File: config.mk
export PLATFORM = sky130hd
export DESIGN_NAME = uart_rx
export DESIGN_NICKNAME = d
export VERILOG_FILES = /design/src/rtl/uart_pkg.sv /design/src/rtl/sync_2ff.sv /design/src/rtl/uart_rx.sv
export SDC_FILE = /design/constraint.sdc
export NUM_CORES = 1
export LEC_CHECK = 0
export CAP_MARGIN = 0
export CORE_ASPECT_RATIO = 0.7
export CORE_MARGIN = 4
export CORE_UTILIZATION = 50
export CTS_CLUSTER_SIZE = 12
export DETAILED_ROUTE_END_ITERATION = 6
export HOLD_SLACK_MARGIN = 0.08
export PLACE_DENSITY = 0.71
export SLEW_MARGIN = 5
export SYNTH_ARGS = -nofsm -noshare
export SYNTH_HDL_FRONTEND = slang
export SYNTH_SLANG_ARGS = --single-unit
File: constraint.sdc
create_clock -name i_clk -period 2.11 [get_ports i_clk]
set_input_delay 0.422 -clock i_clk [delete_from_list [all_inputs] [get_ports i_clk]]
set_output_delay 0.422 -clock i_clk [all_outputs]
set_load 0.05 [all_outputs]
File: src/rtl/uart_pkg.sv
// Shared UART definitions for the board-level uart_rx / uart_tx pair.
// Holds the receiver state encoding and the default line parameters.
package uart_pkg;

  // 50 MHz system clock / 115200 baud
  localparam int UART_CLKS_PER_BIT = 434;
  localparam int UART_DATA_W       = 8;

  typedef enum logic [2:0] {
    IDLE,
    START,
    DATA,
    STOP,
    WAIT_IDLE
  } uart_rx_state_e;

endpackage

File: src/rtl/sync_2ff.sv
// Generic two-flop synchroniser for asynchronous inputs.
// Ports: i_clk, i_reset_n (async, active low), i_d (async in), o_q (synced out).
module sync_2ff #(
  parameter int               WIDTH   = 1,
  parameter logic [WIDTH-1:0] RST_VAL = '1
) (
  input  logic             i_clk,
  input  logic             i_reset_n,
  input  logic [WIDTH-1:0] i_d,
  output logic [WIDTH-1:0] o_q
);

  logic [WIDTH-1:0] meta_q;
  logic [WIDTH-1:0] sync_q;

  always_ff @(posedge i_clk or negedge i_reset_n) begin
    if (!i_reset_n) begin
      meta_q <= RST_VAL;
      sync_q <= RST_VAL;
    end else begin
      meta_q <= i_d;
      sync_q <= meta_q;
    end
  end

  assign o_q = sync_q;

endmodule

File: src/rtl/uart_rx.sv
// 8N1 UART receiver: centre-samples each bit, valid/ack byte handoff.
// Ports: i_clk, i_reset_n, i_uart_rx (pin), o_data/o_data_valid/i_data_ack,
// sticky o_frame_err and o_overrun (both cleared by i_data_ack).
module uart_rx
  import uart_pkg::*;
#(
  parameter int CLKS_PER_BIT = UART_CLKS_PER_BIT
) (
  input  logic                   i_clk,
  input  logic                   i_reset_n,
  input  logic                   i_uart_rx,
  output logic [UART_DATA_W-1:0] o_data,
  output logic                   o_data_valid,
  input  logic                   i_data_ack,
  output logic                   o_frame_err,
  output logic                   o_overrun
);

  localparam int CW = $clog2(CLKS_PER_BIT);

  localparam logic [CW-1:0] CNT_HALF = CW'(CLKS_PER_BIT / 2);
  localparam logic [CW-1:0] CNT_LAST = CW'(CLKS_PER_BIT - 1);

  logic rx_s;

  uart_rx_state_e state_q, state_d;

  logic [CW-1:0]          clk_cnt_q, clk_cnt_d;
  logic [2:0]             bit_idx_q, bit_idx_d;
  logic [UART_DATA_W-1:0] shift_q,   shift_d;
  logic [UART_DATA_W-1:0] data_q,    data_d;
  logic                   valid_q,   valid_d;
  logic                   ferr_q,    ferr_d;
  logic                   ovr_q,     ovr_d;

  sync_2ff #(
    .WIDTH   (1),
    .RST_VAL (1'b1)
  ) u_sync (
    .i_clk     (i_clk),
    .i_reset_n (i_reset_n),
    .i_d       (i_uart_rx),
    .o_q       (rx_s)
  );

  always_ff @(posedge i_clk or negedge i_reset_n) begin
    if (!i_reset_n) begin
      state_q   <= IDLE;
      clk_cnt_q <= '0;
      bit_idx_q <= '0;
      shift_q   <= '0;
      data_q    <= '0;
      valid_q   <= 1'b0;
      ferr_q    <= 1'b0;
      ovr_q     <= 1'b0;
    end else begin
      state_q   <= state_d;
      clk_cnt_q <= clk_cnt_d;
      bit_idx_q <= bit_idx_d;
      shift_q   <= shift_d;
      data_q    <= data_d;
      valid_q   <= valid_d;
      ferr_q    <= ferr_d;
      ovr_q     <= ovr_d;
    end
  end

  always_comb begin
    state_d   = state_q;
    clk_cnt_d = clk_cnt_q;
    bit_idx_d = bit_idx_q;
    shift_d   = shift_q;
    data_d    = data_q;
    valid_d   = valid_q;
    ferr_d    = ferr_q;
    ovr_d     = ovr_q;

    // Ack clears first; any set below in the same cycle overrides it.
    if (i_data_ack) begin
      valid_d = 1'b0;
      ferr_d  = 1'b0;
      ovr_d   = 1'b0;
    end

    unique case (state_q)
      IDLE: begin
        clk_cnt_d = '0;
        if (!rx_s) begin
          state_d = START;
        end
      end

      START: begin
        if (clk_cnt_q == CNT_HALF) begin
          clk_cnt_d = '0;
          if (!rx_s) begin
            bit_idx_d = '0;
            state_d   = DATA;
          end else begin
            // Line went back high before mid-bit: treat as noise.
            state_d = IDLE;
          end
        end else begin
          clk_cnt_d = clk_cnt_q + CW'(1);
        end
      end

      DATA: begin
        if (clk_cnt_q == CNT_LAST) begin
          clk_cnt_d = '0;
          shift_d   = {rx_s, shift_q[UART_DATA_W-1:1]};
          if (bit_idx_q == 3'd7) begin
            state_d = STOP;
          end else begin
            bit_idx_d = bit_idx_q + 3'd1;
          end
        end else begin
          clk_cnt_d = clk_cnt_q + CW'(1);
        end
      end

      STOP: begin
        if (clk_cnt_q == CNT_LAST) begin
          clk_cnt_d = '0;
          if (rx_s) begin
            state_d = IDLE;
            if (!valid_q || i_data_ack) begin
              data_d  = shift_q;
              valid_d = 1'b1;
            end else begin
              ovr_d = 1'b1;
            end
          end else begin
            // Bad stop bit: hold off until the line idles so a long
            // break reports a single frame error.
            ferr_d  = 1'b1;
            state_d = WAIT_IDLE;
          end
        end else begin
          clk_cnt_d = clk_cnt_q + CW'(1);
        end
      end

      WAIT_IDLE: begin
        clk_cnt_d = '0;
        if (rx_s) begin
          state_d = IDLE;
        end
      end

      default: begin
        state_d   = IDLE;
        clk_cnt_d = '0;
      end
    endcase
  end

  assign o_data       = data_q;
  assign o_data_valid = valid_q;
  assign o_frame_err  = ferr_q;
  assign o_overrun    = ovr_q;

endmodule
== Word level (Yosys, flattened, before mapping) ==
Index checks and enable logic that the tools add are counted.

* Register bits: 36
* Output and inout port bits: 11
* Word-level logic and storage cells: 67

* $add $sub $neg: 2
* Equality and inequality tests: 15
* Mux-type cells: 31
* Reduce and logical (&&, ||, !) cells: 9

{| class="wikitable"
|+ Operators with widths
! operator !! count
|-
| $mux 3 || 11
|-
| $mux 9 || 2
|-
| $pmux 9 s2 || 1
|-
| $pmux 3 s5 || 1
|-
| $mux 1 || 14
|-
| $ne 2x2->1 const B || 7
|-
| $add 9x1->9 const B || 1
|-
| $eq 9x8->1 const B || 1
|-
| $eq 9x9->1 const B || 1
|-
| $eq 3x2->1 const B || 2
|-
| $eq 3x3->1 const B || 2
|-
| $pmux 3 s2 || 1
|-
| $reduce_and 6->1 || 1
|-
| $reduce_and 5->1 || 1
|-
| $reduce_and 4->1 || 1
|-
| $add 3x1->3 const B || 1
|-
| $eq 3x1->1 const B || 1
|-
| $logic_not 3->1 || 1
|-
| $mux 2 || 1
|-
| $ne 2x1->1 const B || 1
|-
| $reduce_and 2->1 || 1
|-
| $reduce_bool 2->1 || 1
|-
| $reduce_or 2->1 || 1
|-
| $logic_not 1->1 || 1
|-
| $logic_or 1x1->1 || 1
|}

== Longest topological paths before layout ==
* Word-level depth: 6
* Gate-level depth with buffers: 7
* Mapped depth without buffers: 6

== Hierarchy ==
A second synthesis with hierarchy kept.

* Cell total of the unflattened synthesis: 142
* Area total of the unflattened synthesis: 1712.9 µm²

{| class="wikitable"
|+ Modules (own cells, without submodules)
! module !! times used !! cells an instance !! area an instance (µm²) !! sequential area each (µm²)
|-
| uart_rx || 1 || 140 || 1660.3 || 850.8
|-
| sync_2ff || 1 || 2 || 52.6 || 52.6
|}

== Worst setup path before layout ==
Ideal clock, no wire load.

* Path type: register to register
* From: register clk_cnt_q[1]
* To: register shift_q[0]
* Data arrival time: 1.654 ns
* Path slack: 0.331 ns
* Cell stages (with the launch flop): 7
* Period minus slack after synthesis: 1.779 ns
* Path through: dfrtp_1 > inv_1 > ha_1 > nand4bb_1 > or4_4 > buf_6 > mux2_4

* Cells in the longest elaborated chain, start to end: 2

{| class="wikitable"
|+ RTL lines
! element !! line !! text
|-
| start, declared || uart_rx.sv:28 || <nowiki>logic [CW-1:0] clk_cnt_q, clk_cnt_d;</nowiki>
|-
| start signal, assigned || uart_rx.sv:58 || <nowiki>clk_cnt_q <= clk_cnt_d;</nowiki>
|-
| $eq 9x9->1 || uart_rx.sv:109 || <nowiki>if (clk_cnt_q == CNT_LAST) begin</nowiki>
|-
| $reduce_and 2->1 (no line) || - ||
|-
| end signal, assigned || uart_rx.sv:60 || <nowiki>shift_q <= shift_d;</nowiki>
|-
| end, declared || uart_rx.sv:30 || <nowiki>logic [UART_DATA_W-1:0] shift_q, shift_d;</nowiki>
|}

No other way between the ends.
A chain may end at the register's enable or synchronous reset.

== Worst setup path in the final report ==
* From: register data_q[4] (netlist: o_data[4])
* To: output o_data[4]

{| class="wikitable"
|+ RTL lines
! element !! line !! text
|-
| start, declared || uart_rx.sv:31 || <nowiki>logic [UART_DATA_W-1:0] data_q, data_d;</nowiki>
|-
| start signal, assigned || uart_rx.sv:61 || <nowiki>data_q <= data_d;</nowiki>
|-
| end, declared || uart_rx.sv:12 || <nowiki>output logic [UART_DATA_W-1:0] o_data,</nowiki>
|}

No word-level cell between the ends.

==> impl_results.md <==
- Post-synth ARST share: 1.00
- Power density cells: just over 600 mW/mm2
- Clk_lat worst skew: 0.29 ns
- Post-Syn Instances: 131
- Hold WC Path Type: reg2reg
- Slew Viols, Final: 0
- EDFF count, synth: 0
- CTS Buf Count: 5
- Net Count, Synth: roughly 140
- FILL cells: around 260
- Total gr overflow: 0
- Leak Pwr: 0.902 nW
- Antenna diodes: 0
- Synth top area share: 0.514
- Port Buffer Count: 14
- # IOs: 15
- First-pass GRT wire length: between 4000 and 5000 um
- Post-route setup TNS: 0 ns
- Worst Path Required: around 1.7 ns
- Slew headroom: 0.646
- Synthesized flop and latch total: 36
- Area after DPL: 0.00183 mm2
- Post-CTS sizing: 0
- Max Buffers Root-to-Sink: 2
- Post-synth top area cell: dfrtp_1
- Vias per cell: 5.41
- Synth Area per Inst: around 13 um2
- Worst-margin pin slew: between 0.5 and 0.6 ns
- Unrepaired setup endpoints after global routing: no
- Crit path cell chain: clkdlybuf4s50_1
- DIE AREA: approximately 0.0043 mm2
- Count of unique library cells instantiated by Yosys: 37
- Drt drc: 0
- Status: finished clean
- Fin Clk Skew: approximately 0.0090 ns
- WL/cell: 14.5 um
- Fraction of layout cells with a size suffix above 1: 0.212
- Max-cap check violation count: 0
- Overall power: 0.00118 W
- Clk root buf: clkbuf_8
- Warnings, synthesis: 0
- Gr usage total: 0.143
- Max frequency: around 540 MHz
- Final antenna-violating net count: 0
- Crit path DAT: ~1.4 ns
- CTS tree: built
- Routed wire length: around 2700 um
- First DRT Iteration DRCs: 42
- Worst hold slack: around 0.36 ns
- Crit Path Category: reg2out
- H-tree depth: 2
- Clock transition at path regs: ~0.070 ns
- Register Area: roughly 900 um2
- Post-layout instance area: 0.00191 mm2
- CP max stage delay: around 0.8 ns
- Critical Path End Type: output port
- Setup Viol. Count Final: 0
- Die extent in x: ~77 um
- Core area: around 0.0032 mm2
- Min Tclk post-route: 1.87 ns
- Most common flop cell mapped by yosys: dfrtp_1
- HPWL Detailed: between 1500 and 2000 um
- Final Net Count: ~160
- Number of global-route vias before repair: approximately 1.0k
- Vias post-DR: between 1k and 1.5k
- Post-CTS Setup Repair Bufs: 0
- CTS Hold Buffers Added: 0
- Multi-input logic area: 702 um2
- Die H: between 50 and 60 um
- # rows: 17
- Iteration count of the initial detailed-routing pass: 4
- Largest delay share family, worst path: buffers and inverters
- Crit path max fanout: 2
- CTS Sinks: 36
- Hold Vio Cnt, Final: 0
- Largest net degree at the start of global routing: 37
- Cell Area, Synth: between 0.0015 and 0.002 mm2
- Fin crit share: 0.884
- WP buf/inv: 1
- Initial Util: 0.523
- GP Congestion: 0.785
- Final Core Density: 0.602
- Synth top area cells: dfrtp_1 51%, mux2_4 7.3%, mux2_2 6.1%
- VDD IR max: 0.421 mV
- Slowest cell on the critical path: clkdlybuf4s50_1
- Sequential-to-total area share from yosys stat: 0.545
- Area growth syn-to-layout: 15.2%
- Initial antenna violation count: 0
- Crit start category: flip-flop
## worst paths after layout
kind                                         startpoint                      end  slack [ns]  cells after the start
worst max-delay path              o_data[4]$_DFFE_PN0P_                o_data[4]        0.24                      1
worst min-delay path            u_sync.meta_q$_DFF_PN1_     u_sync.o_q$_DFF_PN1_        0.36                      0
worst max register to register   clk_cnt_q[3]$_DFF_PN0_   shift_q[5]$_DFFE_PN0P_        0.24                      3
worst min register to register  u_sync.meta_q$_DFF_PN1_     u_sync.o_q$_DFF_PN1_        0.36                      0
max in group asynchronous                     i_reset_n  u_sync.meta_q$_DFF_PN1_        1.21                      2
min in group asynchronous                     i_reset_n    o_data[3]$_DFFE_PN0P_        0.54                      2
## per-layer routing
metal,up-vias,track usage,share of wire
li1,500,-,-
met1,493,0.197,0.51
met2,22,0.200,0.42
met3,7,0.0518,0.053
met4,0,0.0620,0.018
met5,-,0,0
## placed cells by master, fill, tap and decap left out, types with 3 or more instances in the layout
| cell | instances |
|---|---|
| clkbuf_8 | 5 |
| clkdlybuf4s50_1 | 14 |
| dfrtp_1 | 34 |
| ha_1 | 4 |
| inv_1 | 5 |
| mux2_2 | 9 |
| mux2_4 | 8 |
| nand2_1 | 7 |
| nand2b_1 | 3 |
| nand3_1 | 3 |
| nor2_1 | 14 |
| nor4_1 | 3 |
| xnor2_1 | 7 |
## kinds of logic (layout without fill, tap and decap cells)
family / count (synthesis) / after routing / share of synthesized area
AO/OA/AOI/OAI: 11 / 11 / 0.0536
XOR/XNOR: 8 / 8 / 0.0423
multiplexers: 17 / 17 / 0.134
flip-flops: 36 / 36 / 0.545
AND/OR/NAND/NOR: 46 / 46 / 0.164
adder cells (fa/ha/maj): 4 / 4 / 0.0302
buffers and inverters: 9 / 29 / 0.0310
## power breakdown
group | leakage, nW | switching (W) | internal (W) | total (W)
Clock | 0.0422 | 0.000228 | 0.000231 | 0.000460
Sequential | 0.481 | 0.00000216 | 0.000694 | 0.000696
Combinational | 0.378 | 0.0000150 | 0.00000694 | 0.0000220
Total | 0.902 | 0.000246 | 0.000932 | 0.00118
## sequential cells by signal, summed over array words and instances (netlist names)
| name | flops |
|---|---|
| bit_idx_q | 3 |
| clk_cnt_q | 9 |
| o_data | 8 |
| o_data_valid | 1 |
| o_frame_err | 1 |
| o_overrun | 1 |
| shift_q | 8 |
| state_q | 3 |
| u_sync.meta_q | 1 |
| u_sync.o_q | 1 |
## cells in the mapped netlist, types with 3 or more instances
cell / n
ha_1: 4
nor4_1: 3
mux2_2: 9
nand2_1: 7
xnor2_1: 7
nand3_1: 3
nor2_1: 14
mux2_4: 8
nand2b_1: 3
inv_1: 5
dfrtp_1: 34
## per-stage QoR
step                      setup WS, ns  cells
after floorplan                  0.331    131
after global placement           0.281    181
after detailed placement         0.263    181
after CTS                        0.234    189
after global routing            0.0567    189
final                            0.245    189
## cell type report
class                           count  area share
Sequential cell                    36       0.473
Multi-Input combinational cell     86       0.368
Timing Repair Buffer               16      0.0813
Clock buffer                        7      0.0400
Tap cell                           38      0.0249
Inverter                            5     0.00984
Clock inverter                      1     0.00262
(Power assumes the default switching activity.)
==> variant: new RTL, same settings <==
Register the output `o_overrun` once more, with the module's reset; this adds one clock of latency there. The other outputs are not delayed to match.
--- a/src/rtl/uart_rx.sv
+++ b/src/rtl/uart_rx.sv
@@ -158,6 +158,12 @@
   assign o_data       = data_q;
   assign o_data_valid = valid_q;
   assign o_frame_err  = ferr_q;
-  assign o_overrun    = ovr_q;
+  always_ff @(posedge i_clk or negedge i_reset_n) begin
+    if (!i_reset_n) begin
+      o_overrun <= '0;
+    end else begin
+      o_overrun <= ovr_q;
+    end
+  end
 
 endmodule
Check against the original RTL: no difference found for any inputs over 10 cycles, from zero or initial values and one cycle with i_reset_n low; that may be too few to reach the edited logic, so the function may still have changed.
==> variant against the original RTL <==
Area after synthesis grew 1.8%. Cell count grew 4.2%. Sequential cell count grew 1. Wire length increased by 4.1%. Register-to-register slack better by 30 ps. Non-clock buffer count shrank 1. Via count increased by 4.3%. Setup slack lost 30 ps. Design area increased by 3.1%. Die area increased by 1.6%. Power is 12% higher. Clock power grew 27%. Critical path type unchanged. Largest power group unchanged.
==> variant: results (changes against the original RTL) <==
DP Cell Count=189 (+4.4%); Worst path top cell family by delay=buffers and inverters; sequential cell area=928 um^2 (+2.8%); Reg clk slew, reported paths=70 ps (about the same); Synth Register Bits=37 (+2.8%); WL/cell=14.5 um (-0.13%); via count=1,066 (+4.3%); 1st-iter DRT viols=117 (+180%); sequential area share after synthesis=0.550 (+0.00513); crit path DAT=1470 ps (+30 ps); multiplexer area fraction after synthesis=0.107 (-0.0269); post-DR vias/cell=5.41 (about the same); XOR/XNOR Fraction of Synth Area=0.0415 (-0.000753); Synth Area in Compound Gates=0.0682 (+0.0146); top cells by area, synth=dfrtp_1 52%, mux2_2 11%, nor2_1 3.8%, xnor2_1 3.6%, dfstp_2 3.1%; Gate power share=0.017 (-0.002); Peak VDD IR=503 uV (+20%); first-pass GRT wire length=4990 um (+3.9%); Synth Net Count=148 (+6.5%); DP Worst Slack=272 ps (+9.03 ps); clk_skew=10.9 ps (+1.90 ps); Synth Area in Adders=0.0297 (-0.000538); vias in the first global route=1,118 (+10%); GRT Util Overall=0.146 (+0.00372); DP HPWL=2080 um (+8.7%); Final #Nets=166 (+5.1%); Multi-input comb cells=90 (+4.7%); pin count of the biggest net entering global routing=38 (+2.7%); fill count=253 (-0.78%); status=complete, no violations; GP Congestion=0.814 (+3.6%); Buffers, non-clock=15 (-1); Internal Power=1070 uW (+15%); clkbuf count=6 (-1); Max Fanout on Critical Path=3 (+1); footprint of the multi-input gates=703 um^2 (+0.18%); Non-clock buffer share=0.0750 (-0.00630); ratio of cells with drive above 1 in the final layout=0.201 (-0.0107); power in the clock group=584 uW (+27%); most frequent cells after synthesis=35 x dfrtp_1, 17 x nor2_1, 16 x mux2_2; max incr delay on CP=820 ps (+20 ps); Pleak=0.000929 uW (+3.1%); Syn Area/Cell=12.0 um^2 (-4.7%); Least-Margin Pin Slew=505 ps (-21.6 ps)
## variant: final timing paths
kind | startpoint | to | slack, ps | depth (start not counted)
worst max-delay path | o_data_valid | o_data_valid | 210 | 1
worst min-delay path | u_sync.meta_q | u_sync.o_q | 360 | 0
worst max register to register | clk_cnt_q[1] | clk_cnt_q[4] | 270 | 6
worst min register to register | u_sync.meta_q | u_sync.o_q | 360 | 0
max in group asynchronous | i_reset_n | u_sync.o_q | 1220 | 2
min in group asynchronous | i_reset_n | o_data[7] | 550 | 2
## variant: stage by stage
step	power, uW	area, um^2
floorplan	731	1690
global placement	753	1860
detailed placement	753	1860
finish	1320	1970
global route	1380	1970
CTS	1340	1970
## variant: layer usage
metal / wire [um] / part of all wire / up-vias / global-route usage
li1: - / - / 517 / -
met1: 1420 / 0.50 / 527 / 0.198
met2: 1300 / 0.46 / 20 / 0.214
met3: 110 / 0.039 / 2 / 0.0545
met4: 12 / 0.0042 / 0 / 0.0558
met5: 0 / 0 / - / 0
